## src/rtl/hdmi_freq_pkg.sv

```systemverilog
// Shared types and default thresholds for the HDMI pixel-clock mode detector.
package hdmi_freq_pkg;

  typedef enum logic [1:0] {
    MODE_NONE = 2'd0,
    MODE_1    = 2'd1,
    MODE_2    = 2'd2,
    MODE_3    = 2'd3
  } mode_e;

  typedef enum logic [1:0] {
    ST_SEARCH = 2'd0,
    ST_REQ    = 2'd1,
    ST_LOCKED = 2'd2
  } state_e;

  localparam int unsigned DEF_WIN_LOG2       = 3;
  localparam int unsigned DEF_STABLE_WINDOWS = 4;
  localparam int unsigned DEF_HYST           = 2;
  localparam int unsigned DEF_THR_MIN        = 4;
  localparam int unsigned DEF_THR_1          = 20;
  localparam int unsigned DEF_THR_2          = 40;
  localparam int unsigned DEF_ACK_TIMEOUT    = 1023;
  localparam int unsigned FREQ_MAX           = 511;

  // Plain band classification, no hysteresis.
  function automatic mode_e freq_band(input logic [8:0] f,
                                      input logic [8:0] t_min,
                                      input logic [8:0] t1,
                                      input logic [8:0] t2);
    mode_e b;
    if (f < t_min)   b = MODE_NONE;
    else if (f < t1) b = MODE_1;
    else if (f < t2) b = MODE_2;
    else             b = MODE_3;
    return b;
  endfunction

endpackage

```

## src/rtl/freq_window_avg.sv

```systemverilog
// Free-running window averager: sums 2**WIN_LOG2 samples, publishes the
// truncated mean and a one-cycle win_done strobe at the end of each window.
module freq_window_avg
  import hdmi_freq_pkg::*;
#(
  parameter int unsigned WIN_LOG2 = DEF_WIN_LOG2
) (
  input  logic       clk_8,
  input  logic       reset_n,
  input  logic [8:0] freq,
  output logic [8:0] avg_freq,
  output logic       win_done
);

  localparam int unsigned ACC_W = 9 + WIN_LOG2;

  logic [WIN_LOG2-1:0] wcnt_q, wcnt_d;
  logic [ACC_W-1:0]    acc_q, acc_d;
  logic [8:0]          avg_q, avg_d;
  logic                done_q, done_d;
  logic [ACC_W-1:0]    sum;
  logic                last;

  always_comb begin
    sum    = acc_q + ACC_W'(freq);
    last   = (wcnt_q == '1);
    wcnt_d = wcnt_q + WIN_LOG2'(1);
    acc_d  = last ? '0 : sum;
    avg_d  = last ? sum[WIN_LOG2 +: 9] : avg_q;
    done_d = last;
  end

  always_ff @(posedge clk_8 or negedge reset_n) begin
    if (!reset_n) begin
      wcnt_q <= '0;
      acc_q  <= '0;
      avg_q  <= '0;
      done_q <= 1'b0;
    end else begin
      wcnt_q <= wcnt_d;
      acc_q  <= acc_d;
      avg_q  <= avg_d;
      done_q <= done_d;
    end
  end

  assign avg_freq = avg_q;
  assign win_done = done_q;

endmodule

```

## src/rtl/hdmi_freq_mode_detect.sv

```systemverilog
// Classifies the averaged pixel-clock frequency into a mode with hysteresis and
// debounce, and hands stable mode changes to the PLL via a req/ack handshake.
module hdmi_freq_mode_detect
  import hdmi_freq_pkg::*;
#(
  parameter int unsigned WIN_LOG2       = DEF_WIN_LOG2,
  parameter int unsigned STABLE_WINDOWS = DEF_STABLE_WINDOWS,
  parameter int unsigned HYST           = DEF_HYST,
  parameter int unsigned THR_MIN        = DEF_THR_MIN,
  parameter int unsigned THR_1          = DEF_THR_1,
  parameter int unsigned THR_2          = DEF_THR_2,
  parameter int unsigned ACK_TIMEOUT    = DEF_ACK_TIMEOUT
) (
  input  logic       clk_8,
  input  logic       reset_n,
  input  logic [8:0] freq,
  input  logic       reconfig_ack,
  output logic [1:0] mode,
  output logic       mode_valid,
  output logic       reconfig_req,
  output logic [8:0] avg_freq,
  output logic       timeout_err
);

  localparam int unsigned       STAB_W   = $clog2(STABLE_WINDOWS + 1);
  localparam logic [STAB_W-1:0] STAB_MAX = STAB_W'(STABLE_WINDOWS);
  localparam int unsigned       TO_W     = $clog2(ACK_TIMEOUT + 1);
  localparam logic [TO_W-1:0]   TO_LAST  = TO_W'(ACK_TIMEOUT - 1);
  localparam logic [9:0]        T_MIN    = 10'(THR_MIN);
  localparam logic [9:0]        T_1      = 10'(THR_1);
  localparam logic [9:0]        T_2      = 10'(THR_2);
  localparam logic [9:0]        T_TOP    = 10'(FREQ_MAX);
  localparam logic [9:0]        H        = 10'(HYST);

  logic [8:0] avg_w;
  logic       win_done;

  freq_window_avg #(.WIN_LOG2(WIN_LOG2)) u_win (
    .clk_8    (clk_8),
    .reset_n  (reset_n),
    .freq     (freq),
    .avg_freq (avg_w),
    .win_done (win_done)
  );

  state_e            state_q, state_d;
  mode_e             mode_q, mode_d;
  mode_e             pending_q, pending_d;
  logic [STAB_W-1:0] stab_q, stab_d;
  logic [TO_W-1:0]   tcnt_q, tcnt_d;
  logic              req_q, req_d;
  logic              valid_q, valid_d;
  logic              terr_q, terr_d;

  logic [9:0] lo, hi, lo_sat, hi_sum, hi_sat;
  logic       in_hyst;
  mode_e      cand;
  logic       settled;

  // Hysteresis band around the locked mode, saturated to the 0..511 range.
  always_comb begin
    lo = '0;
    hi = '0;
    unique case (mode_q)
      MODE_1:  begin lo = T_MIN; hi = T_1;   end
      MODE_2:  begin lo = T_1;   hi = T_2;   end
      MODE_3:  begin lo = T_2;   hi = T_TOP; end
      default: begin lo = '0;    hi = '0;    end
    endcase
    lo_sat  = (lo > H) ? (lo - H) : '0;
    hi_sum  = hi + H;
    hi_sat  = (hi_sum > T_TOP) ? T_TOP : hi_sum;
    in_hyst = ({1'b0, avg_w} >= lo_sat) && ({1'b0, avg_w} < hi_sat);
  end

  always_comb begin
    cand = freq_band(avg_w, T_MIN[8:0], T_1[8:0], T_2[8:0]);
    if (state_q == ST_LOCKED && in_hyst) cand = mode_q;

    pending_d = pending_q;
    stab_d    = stab_q;
    if (win_done) begin
      if (cand == pending_q) begin
        if (stab_q != STAB_MAX) stab_d = stab_q + STAB_W'(1);
      end else begin
        pending_d = cand;
        stab_d    = STAB_W'(1);
      end
    end
    settled = win_done && (stab_d == STAB_MAX);

    state_d = state_q;
    mode_d  = mode_q;
    req_d   = req_q;
    tcnt_d  = tcnt_q;
    terr_d  = 1'b0;

    unique case (state_q)
      ST_SEARCH: begin
        if (settled && pending_d != MODE_NONE) begin
          mode_d  = pending_d;
          req_d   = 1'b1;
          tcnt_d  = '0;
          state_d = ST_REQ;
        end
      end
      ST_REQ: begin
        if (reconfig_ack) begin
          req_d   = 1'b0;
          state_d = ST_LOCKED;
        end else if (tcnt_q == TO_LAST) begin
          req_d     = 1'b0;
          mode_d    = MODE_NONE;
          terr_d    = 1'b1;
          state_d   = ST_SEARCH;
          // Forget the stale debounce history so reacquisition needs a full run.
          pending_d = MODE_NONE;
          stab_d    = '0;
        end else begin
          tcnt_d = tcnt_q + TO_W'(1);
        end
      end
      ST_LOCKED: begin
        if (settled && pending_d != mode_q) begin
          if (pending_d == MODE_NONE) begin
            mode_d  = MODE_NONE;
            state_d = ST_SEARCH;
          end else begin
            mode_d  = pending_d;
            req_d   = 1'b1;
            tcnt_d  = '0;
            state_d = ST_REQ;
          end
        end
      end
      default: begin
        state_d = ST_SEARCH;
        mode_d  = MODE_NONE;
        req_d   = 1'b0;
      end
    endcase

    valid_d = (state_d == ST_LOCKED);
  end

  always_ff @(posedge clk_8 or negedge reset_n) begin
    if (!reset_n) begin
      state_q   <= ST_SEARCH;
      mode_q    <= MODE_NONE;
      pending_q <= MODE_NONE;
      stab_q    <= '0;
      tcnt_q    <= '0;
      req_q     <= 1'b0;
      valid_q   <= 1'b0;
      terr_q    <= 1'b0;
    end else begin
      state_q   <= state_d;
      mode_q    <= mode_d;
      pending_q <= pending_d;
      stab_q    <= stab_d;
      tcnt_q    <= tcnt_d;
      req_q     <= req_d;
      valid_q   <= valid_d;
      terr_q    <= terr_d;
    end
  end

  assign mode         = mode_q;
  assign mode_valid   = valid_q;
  assign reconfig_req = req_q;
  assign avg_freq     = avg_w;
  assign timeout_err  = terr_q;

endmodule
```

## config.mk

```make
export PLATFORM = sky130hd
export DESIGN_NAME = hdmi_freq_mode_detect
export DESIGN_NICKNAME = d
export VERILOG_FILES = /design/src/rtl/hdmi_freq_pkg.sv /design/src/rtl/freq_window_avg.sv /design/src/rtl/hdmi_freq_mode_detect.sv
export SDC_FILE = /design/constraint.sdc
export NUM_CORES = 1
export LEC_CHECK = 0
export ABC_AREA = 0
export CAP_MARGIN = 5
export CORE_AREA = 2 2 88 90
export DETAILED_ROUTE_END_ITERATION = 6
export DIE_AREA = 0 0 90 92
export DONT_BUFFER_PORTS = 1
export RECOVER_POWER = 25
export SYNTH_ARGS = -nofsm -noshare
export SYNTH_HDL_FRONTEND = slang
export SYNTH_SLANG_ARGS = --single-unit
```

## constraint.sdc

```tcl
create_clock -name clk_8 -period 3.3 [get_ports clk_8]
set_clock_uncertainty 0.15 [all_clocks]
set_input_delay 0.66 -clock clk_8 [delete_from_list [all_inputs] [get_ports clk_8]]
set_output_delay 0.66 -clock clk_8 [all_outputs]
set_load 0.005 [all_outputs]
```

# Word-level counts from Yosys, hierarchy flattened
# Cells that the tools add are included.
[word_totals]
reg_bits = 47
out_inout_bits = 14
[classes]
n_addsub = 6
n_lt_le_gt_ge = 7
n_eq_ne = 19
muxes = 47
reduce_logical = 12
[ops]
columns = ["operator", "n"]
rows = [
  ["10-bit 2-to-1 mux", 7],
  ["2-bit 2-to-1 mux", 17],
  ["10-bit case mux with 3 select lines", 1],
  ["9-bit case mux with 3 select lines", 1],
  ["3-bit 2-to-1 mux", 6],
  ["6-bit case mux with 3 select lines", 1],
  ["12-bit by 9-bit adder with 12-bit output", 1],
  ["12-bit 2-to-1 mux", 1],
  ["2-bit case mux with 3 select lines", 2],
  ["10-bit by 1-bit adder with 10-bit output (second input constant)", 1],
  ["10-bit by 2-bit adder with 10-bit output (second input constant)", 1],
  ["10-bit == test (second input constant)", 1],
  ["9-bit by 10-bit greater-or-equal comparator with 1-bit output", 1],
  ["10-bit by 2-bit greater-than comparator with 1-bit output (second input constant)", 1],
  ["10-bit by 9-bit greater-than comparator with 1-bit output (second input constant)", 1],
  ["9-bit by 10-bit less-than comparator with 1-bit output", 1],
  ["1-bit 2-to-1 mux", 10],
  ["2-bit != test (second input constant)", 5],
  ["10-bit by 2-bit subtractor with 10-bit output (second input constant)", 1],
  ["9-bit by 3-bit less-than comparator with 1-bit output (second input constant)", 1],
  ["9-bit by 5-bit less-than comparator with 1-bit output (second input constant)", 1],
  ["9-bit by 6-bit less-than comparator with 1-bit output (second input constant)", 1],
  ["2-bit == test (second input constant)", 4],
  ["4-bit AND reduction", 2],
  ["other kinds (13)", 22],
]

# Longest topological paths before layout
# Gate-level depths: netlist of run 1.
[logic_depth]
ltp_word = 18
depth_mapped = 12
depth_no_buf = 11

# Cells and area by module
# Synthesis of run 1 repeated with hierarchy kept, for this count alone.
[hier_totals]
hier_cells = 345
hier_area_um2 = 3153.0
[modules_own_cells]
columns = ["mod", "instances", "cells_each", "area_per_inst_um2"]
rows = [
  ["hdmi_freq_mode_detect", 1, 206, 1746.7],
  ["freq_window_avg", 1, 139, 1406.3],
]

# Worst setup path after synthesis of run 1
# Ideal clock, no wire load.
[synth_timing]
path_kind = "register to register"
startpoint = "reg mode_q[1], in the netlist mode[1]"
endpoint = "reg tcnt_q[1]"
t_arrival_ns = 2.845
setup_slack_ns = 0.173
path_stages_with_launch = 12
n_path_buf = 1
period_less_slack_ns = 3.127
path_cell_list = "dfrtp_1 -> clkbuf_1 -> nand2_1 -> ha_1 -> a21oi_1 -> nand2_1 -> o31a_1 -> and2_4 -> or3_4 -> a2111o_1 -> o21ai_2 -> o22ai_1"
[synth_between]
elab_chain_len = 17
[synth_rtl]
columns = ["element", "line", "source"]
rows = [
  ["start, declared", "hdmi_freq_mode_detect.sv:47", "mode_e mode_q, mode_d;"],
  ["start signal, assigned", "hdmi_freq_mode_detect.sv:158", "mode_q <= mode_d;"],
  ["2-bit == test / 2-bit by 1-bit == test with 1-bit output (equally long branches)", "hdmi_freq_mode_detect.sv:64", "unique case (mode_q)"],
  ["9-bit case mux with 3 select lines", "hdmi_freq_mode_detect.sv:64", ""],
  ["10-bit by 2-bit adder with 10-bit output", "hdmi_freq_mode_detect.sv:71", "hi_sum = hi + H;"],
  ["10-bit by 9-bit greater-than comparator with 1-bit output", "hdmi_freq_mode_detect.sv:72", "hi_sat = (hi_sum > T_TOP) ? T_TOP : hi_sum;"],
  ["10-bit 2-to-1 mux", "hdmi_freq_mode_detect.sv:72", ""],
  ["9-bit by 10-bit less-than comparator with 1-bit output", "hdmi_freq_mode_detect.sv:73", "in_hyst = ({1'b0, avg_w} >= lo_sat) && ({1'b0, avg_w} < hi_sat);"],
  ["1-bit logical AND", "hdmi_freq_mode_detect.sv:73", ""],
  ["1-bit logical AND", "hdmi_freq_mode_detect.sv:78", "if (state_q == ST_LOCKED && in_hyst) cand = mode_q;"],
  ["2-bit 2-to-1 mux", "hdmi_freq_mode_detect.sv:78", ""],
  ["2-bit == test", "hdmi_freq_mode_detect.sv:83", "if (cand == pending_q) begin"],
  ["3-bit 2-to-1 mux", "hdmi_freq_mode_detect.sv:83", ""],
  ["3-bit 2-to-1 mux", "hdmi_freq_mode_detect.sv:82", "if (win_done) begin"],
  ["3-bit == test", "hdmi_freq_mode_detect.sv:90", "settled = win_done && (stab_d == STAB_MAX);"],
  ["1-bit logical AND", "hdmi_freq_mode_detect.sv:90", ""],
  ["1-bit logical AND (on tied branches)", "hdmi_freq_mode_detect.sv:100, hdmi_freq_mode_detect.sv:124", ""],
  ["2-bit != test (no source line) / 2-bit by 1-bit != test with 1-bit output (equally long branches)", "n/a", ""],
  ["6-bit AND reduction (no source line) (*)", "n/a", ""],
  ["end signal, assigned", "hdmi_freq_mode_detect.sv:161", "tcnt_q <= tcnt_d;"],
  ["end, declared", "hdmi_freq_mode_detect.sv:50", "logic [TO_W-1:0] tcnt_q, tcnt_d;"],
]
# Mark *: on every way between the ends. The rest lies on a longest branch, timed or not.
# A chain may end at the register's enable or synchronous reset.

# Worst setup path after layout of run 1
[layout_timing]
startpoint = "reg mode_q[1], in the netlist mode[1]"
endpoint = "reg tcnt_q[9]"
# Same word-level chain as after synthesis.

==> flow_summary_export.csv, run 1 <==
group,metric,value,unit
clock_tree,cts_root_buf,"clkbuf_8",
sta,period_share,92.56,%
pwr,finalPower,2.604,mW
yosys,synthSimpleGateAreaFrac,20.21,%
worst_setup_path,reg2reg_depth,10,
die,fp-row-count,32,
grt,grt_overflow_total,0,
worst_setup_path,cp_max_fo,9,
placed_design,place_inst,432,
grt,grt_max_degree,48,
sta,fin_tns_setup,0,ps
final_layout,fin_util,44.30,%
final_layout,multi_input_area,1690,um^2
sta,setup_viol,0,
sta,slew_viol_final,48,
yosys,synth_commonest_cells,"dfrtp_1 (47), nand2_1 (33), ha_1 (28), inv_1 (25), nor2_1 (24)",
final_layout,layout.nets,379,
final_layout,regArea,1179,um^2
sta,max_slew.worst_pin.slew,2105,ps
clock_tree,cts_made_buffers,5,
worst_hold_path,whs_path_depth,1,
yosys,syn-cell-area,2990,um^2
placed_design,portBuffers,0,
clock_tree,postCtsSetupBuffers,0,
worst_setup_path,r2r_setup_slack,250,ps
yosys,synth.largest_area_cell,"dfrtp_1",
placed_design,place_area,3141,um^2
sta,max_clock_freq,327.4,MHz
worst_setup_path,required,3330,ps
grt,antenna_found_initial,0,
final_layout,layoutNonFillerInstCount,441,
worst_setup_path,rr_endpoint,"tcnt_q[9]",
die,dieWidth,90,um
worst_hold_path,holdPathEnd,"u_win.wcnt_q[0]",
worst_setup_path,start_kind,"flop",
yosys,yosysWarnings,0,
outcome,status,"finished with violations",
yosys,synth_top_family_by_area,"simple AND/OR/NAND/NOR gates",
yosys,ys_ff_latch,47,
yosys,synthXorXnorAreaFrac,2.050,%
yosys,synthAdderAreaFrac,12.38,%
yosys,yosysSeqAreaShare,39.33,%
sta,holdWs,281.4,ps
yosys,synth-edff-count,0,
yosys,synth_area_leaders,"dfrtp_1 (39%), ha_1 (12%), nand2_1 (4.1%)",
yosys,ys_types,58,
pwr,p_leak,1.489,nW
yosys,synth_compound_area_share,18.91,%
final_layout,drive_gt1_share,8.555,%
sta,hold_viol_final,0,
placed_design,routabilityCongestion,0.8279,
yosys,syn_area_per_cell,9.007,um^2
clock_tree,h-tree-depth,2,
sta,finalCriticalPeriod,3055,ps
grt,grt_pass1_wl,11.03,mm
worst_setup_path,r2r-start,"mode[1]",
yosys,synth_top_flop_cell,"dfrtp_1",
yosys,async_flop_share,100.0,%
final_layout,final_area,3299,um^2
pwr,p_per_area,789.4,nW/um^2
routing,via_per_inst,5.474,
routing,ant_nets,0,
clock_tree,tritoncts,"built",
grt,grt_pass1_vias,2291,
routing,post-route-drc-count,0,
placed_design,dpl_worst_slack,169.8,ps
routing,route.detailed.wl_per_inst,14.86,um
sta,slew_headroom,-40.33,%
grt,gr-usage-all-layers,16.38,%
die,start_util,40.15,%
routing,drtPass1Iterations,5,
outcome,violations,"capacitance limit, slew limit",
final_layout,diodes,0,
die,die_h,92,um
routing,totalWireLength,6.555,mm
routing,via_count,2414,
die,core_area,7447,um^2
die,fp.dieArea,8280,um^2
worst_hold_path,worstHoldStart,"u_win.wcnt_q[0]",
clock_tree,cts.sinks,47,
yosys,yosysTopAreaCellShare,39.33,%
yosys,synthCells,332,
job,cap_viol_max_count,1,
clock_tree,clock_latency,300,ps
worst_setup_path,crit_arrival,3080,ps
worst_hold_path,holdCritPathClass,"flop to flop",
worst_setup_path,critical_path_class,"flop to flop",
clock_tree,clk_pin_slew,90,ps
final_layout,fill_cells,762,
die,io_pins,26,
yosys,synth_most_common_cell,"dfrtp_1",
sta,rsz0062_at_grt,"false",
yosys,syn_nets,373,
routing,drt_iter0_drc,98,
pwr,max-vdd-ir-drop,0.0002718,V
worst_setup_path,endpoint_kind,"flop",
clock_tree,cts_buffer_depth,2,
yosys,synth_mux_area_share,2.343,%
final_layout,area_growth,10.33,%
placed_design,hpwl,4.803,mm
sta,final.setup.worst_slack,245.5,ps
==> worst max-delay path, cell delays in order (launching register included) <==
cell	delay [ps]
dfrtp_2	460
inv_1	120
ha_1	310
and3_1	190
a221oi_1	100
a21o_1	250
and2_4	200
or3_4	400
a2111o_1	430
nor2_4	200
o21ai_0	130
==> timing repair <==
action,4_1_cts,5_1_grt
hold buffers,1,0
hold endpoints to repair,47,0
endpoints found under the setup margin,0,13
resized for setup,0,5
==> flip-flops by register name, summed over array words and instances (netlist names) <==
name,cells
u_win.acc_q,12
tcnt_q,10
u_win.avg_freq,9
stab_q,3
u_win.wcnt_q,3
mode,2
pending_q,2
state_q,2
mode_valid,1
reconfig_req,1
timeout_err,1
u_win.win_done,1
==> kinds of logic (layout without fill, tap and decap cells) <==
group	count (synthesis)	count (layout)
adder cells (fa/ha/maj)	29	29
other	2	2
AO/OA/AOI/OAI	86	86
XOR/XNOR	7	7
buffers and inverters	36	43
AND/OR/NAND/NOR	118	118
multiplexers	7	7
flip-flops	47	47
==> layout make-up <==
cell class,count,share of cell area [%]
clock buffers,6,2.199
well taps,102,3.868
flip-flops and latches,47,35.72
multi-input cells,249,51.23
clock inverters,2,1.820
repair buffers,9,2.199
inverters,26,2.958
==> placed cells by master, fill, tap and decap left out, drive strengths merged, types with 3 or more instances in the layout <==
cell / count
a2111oi: 3
a21o: 5
a21oi: 23
a31oi: 7
and2: 4
and3: 4
buf: 8
clkbuf: 6
dfrtp: 47
ha: 28
inv: 26
mux2i: 7
nand2: 33
nand2b: 3
nand3: 11
nor2: 25
nor2b: 5
nor3: 14
o211ai: 3
o21ai: 20
or2: 4
or3: 4
xnor2: 5
==> layer usage <==
layer,vias to the layer above,wire length (um),GRT usage [%]
met1,1174,3107,21.68
met3,7,225,3.451
met4,0,82,4.487
met5,-,0,0
li1,1203,-,-
met2,30,3139,27.32
==> worst max-delay path by stage <==
stage	end	from	cells after the start
after CTS	mode[1]	mode[1]	11
after detailed placement	mode[1]	mode[1]	11
final	tcnt_q[9]	mode[1]	10
after floorplan	tcnt_q[1]	mode[1]	11
after global routing	tcnt_q[9]	mode[1]	10
after global placement	mode[1]	mode[1]	11
==> where the power goes <==
| group | switching [mW] | internal (mW) | leakage (nW) | total, mW |
|---|---|---|---|---|
| Sequential | 0.253 | 0.749 | 0.570 | 1.00 |
| Combinational | 0.621 | 0.476 | 0.853 | 1.10 |
| Clock | 0.203 | 0.303 | 0.0654 | 0.506 |
Power figures use the tool's default switching activity.
==> run 2: changes to the inputs <==
--- a/config.mk
+++ b/config.mk
@@ -5,7 +5,6 @@
 export SDC_FILE = /design/constraint.sdc
 export NUM_CORES = 1
 export LEC_CHECK = 0
-export ABC_AREA = 0
 export CAP_MARGIN = 5
 export CORE_AREA = 2 2 88 90
 export DETAILED_ROUTE_END_ITERATION = 6
==> results of run 2 <==
No change in the layout: final DEF, timing and power equal those of run 1.
==> run 3: changes to the inputs <==
--- a/config.mk
+++ b/config.mk
@@ -6,10 +6,13 @@
 export NUM_CORES = 1
 export LEC_CHECK = 0
 export CAP_MARGIN = 5
+export CELL_PAD_IN_SITES_DETAIL_PLACEMENT = 1
+export CELL_PAD_IN_SITES_GLOBAL_PLACEMENT = 1
 export CORE_AREA = 2 2 88 90
 export DETAILED_ROUTE_END_ITERATION = 6
 export DIE_AREA = 0 0 90 92
 export DONT_BUFFER_PORTS = 1
+export PLACE_DENSITY_LB_ADDON = 0.1
 export RECOVER_POWER = 25
 export SYNTH_ARGS = -nofsm -noshare
 export SYNTH_HDL_FRONTEND = slang
==> run 3 against run 2 <==
Net effect: the run still ends with capacitance limit, slew limit left; utilization decreased by 0.22 points; clock-buffer cell count increased by 1; worst hold slack improved by 18 ps; final cell count increased by 0.68%; non-clock buffer count increased by 3; sequential cell count unchanged; die area unchanged; sequential power about the same; combinational power about the same; design area decreased by 0.49%; global-route usage increased by 2.1 points; largest power group unchanged.
==> flow_summary_export.csv, run 3 (synthesis results as in run 1) <==
group,metric,value,unit
clock_tree,cts_root_buf,"clkbuf_8",
routing,via_per_inst,5.459,
placed_design,portBuffers,0,
outcome,status,"finished with violations",
final_layout,fill_cells,922,
pwr,finalPower,2.507,mW
worst_setup_path,start_kind,"flop",
worst_setup_path,cpMaxStageDelayCell,"dfrtp_1",
routing,via_count,2424,
clock_tree,cts_made_buffers,5,
sta,final.setup.worst_slack,213.6,ps
clock_tree,postCtsSetupBuffers,0,
final_layout,diodes,0,
die,start_util,40.15,%
final_layout,layout.nets,382,
sta,period_share,93.53,%
job,cap_viol_max_count,1,
sta,max_clock_freq,324.0,MHz
worst_setup_path,critical_path_class,"flop to flop",
pwr,p_leak,1.487,nW
grt,antenna_found_initial,0,
routing,drtPass1Iterations,4,
worst_setup_path,required,3320,ps
worst_setup_path,endpoint_kind,"flop",
worst_setup_path,endpoint,"mode[0]",
routing,ant_nets,0,
worst_hold_path,holdCritPathClass,"flop to flop",
pwr,max-vdd-ir-drop,0.0003043,V
worst_setup_path,worstPathCellList,"inv_1 > ha_1 > and3_1 > o2111ai_1 > a21o_1 > and2_4 > or3_4 > or3b_1 > o21ai_2 > o221ai_1",
clock_tree,cts_buffer_depth,2,
worst_setup_path,reg2reg_depth,10,
worst_setup_path,crit_path_start,"mode[0]",
worst_setup_path,cp_max_fo,7,
worst_setup_path,slowest_delay,470,ps
sta,max_slew.worst_pin.slew,2191,ps
routing,totalWireLength,7.303,mm
sta,slew_viol_final,48,
worst_setup_path,rr_endpoint,"mode[0]",
grt,grt_pass1_vias,2577,
sta,setup_viol,0,
grt,grt_pass1_wl,12.41,mm
sta,finalCriticalPeriod,3086,ps
die,die_h,92,um
worst_setup_path,r2r-start,"mode[0]",
final_layout,final_cell_mix,"dfrtp_1 (46), nand2_1 (33), ha_1 (28), inv_1 (25), nor2_1 (24)",
die,fp.dieArea,8280,um^2
final_layout,regMostFlops,"u_win.acc_q",
die,core_area,7447,um^2
routing,drt_iter0_drc,55,
clock_tree,cts.sinks,47,
grt,grt_overflow_total,0,
final_layout,largest_reg_flops,12,
grt,grt_max_degree,48,
placed_design,hpwl,5.448,mm
pwr,p_per_area,763.5,nW/um^2
routing,route.detailed.wl_per_inst,16.45,um
final_layout,area_growth,9.791,%
final_layout,final_common_cell,"dfrtp_1",
worst_setup_path,crit_arrival,3110,ps
final_layout,drive_gt1_share,9.064,%
clock_tree,tritoncts,"built",
placed_design,dpl_worst_slack,30.72,ps
die,fp-row-count,32,
sta,hold_viol_final,0,
sta,holdWs,299.7,ps
placed_design,routabilityCongestion,0.7845,
worst_hold_path,worstHoldStart,"u_win.wcnt_q[0]",
routing,post-route-drc-count,0,
die,dieWidth,90,um
clock_tree,clock_latency,310,ps
worst_setup_path,r2r_setup_slack,210,ps
die,io_pins,26,
clock_tree,clk_pin_slew,100,ps
grt,gr-usage-all-layers,18.48,%
outcome,violations,"capacitance limit, slew limit",
sta,rsz0062_at_grt,"false",
clock_tree,h-tree-depth,2,
sta,fin_tns_setup,0,ps
sta,slew_headroom,-46.06,%
## run 3: metrics by stage
step                area (um^2)  instances  util [%]
finish                     3283        444     44.09
global route               3283        444     44.09
CTS                        3287        444     44.14
detailed placement         3163        435     42.47
global placement           3163        435     42.47
floorplan                  2990        332         -
## run 3: how the worst min path moves through the flow
stage,endpoint,slack [ps],cells after the start
after floorplan,mode[0],210,0
after global placement,stab_q[2],220,0
after detailed placement,stab_q[2],220,0
after CTS,tcnt_q[8],40,1
after global routing,u_win.wcnt_q[0],310,1
final,u_win.wcnt_q[0],300,1
## run 3: critical path, delay by kind of cell, from the launching register on
family / cells / cell delay, ps
flops: 1 / 470
buf+inv: 1 / 140
simple gates: 4 / 1160
fa+ha+maj: 1 / 320
compound gates: 4 / 730
## run 3: layer usage
metal / vias to the layer above / GRT usage [%] / part of all wire, %
met5: - / 0 / 0
met4: 0 / 5.000 / 1.1
met3: 10 / 3.369 / 3.3
met2: 27 / 33.52 / 50
met1: 1181 / 22.57 / 46
li1: 1206 / - / -
## run 3: layout make-up
class | instances | area (um^2) | area share, %
Clock inverter | 1 | 8.758 | 0.2668
Multi-Input combinational cell | 249 | 1690 | 51.49
Tap cell | 102 | 127.6 | 3.887
Clock buffer | 7 | 86.33 | 2.630
Timing Repair Buffer | 12 | 95.09 | 2.896
Sequential cell | 47 | 1177 | 35.86
Inverter | 26 | 97.59 | 2.973
## run 3: power breakdown
part	internal [mW]	switching (mW)
Combinational	0.488	0.642
Clock	0.172	0.208
Sequential	0.748	0.248
Total	1.41	1.10
## run 3: timing repair
item | 4_1_cts | 5_1_grt
endpoints found under the hold margin | 47 | 0
setup endpoints to repair | 2 | 13
hold buffers | 1 | 0
pin swaps | 0 | 0
resized for setup | 1 | 3
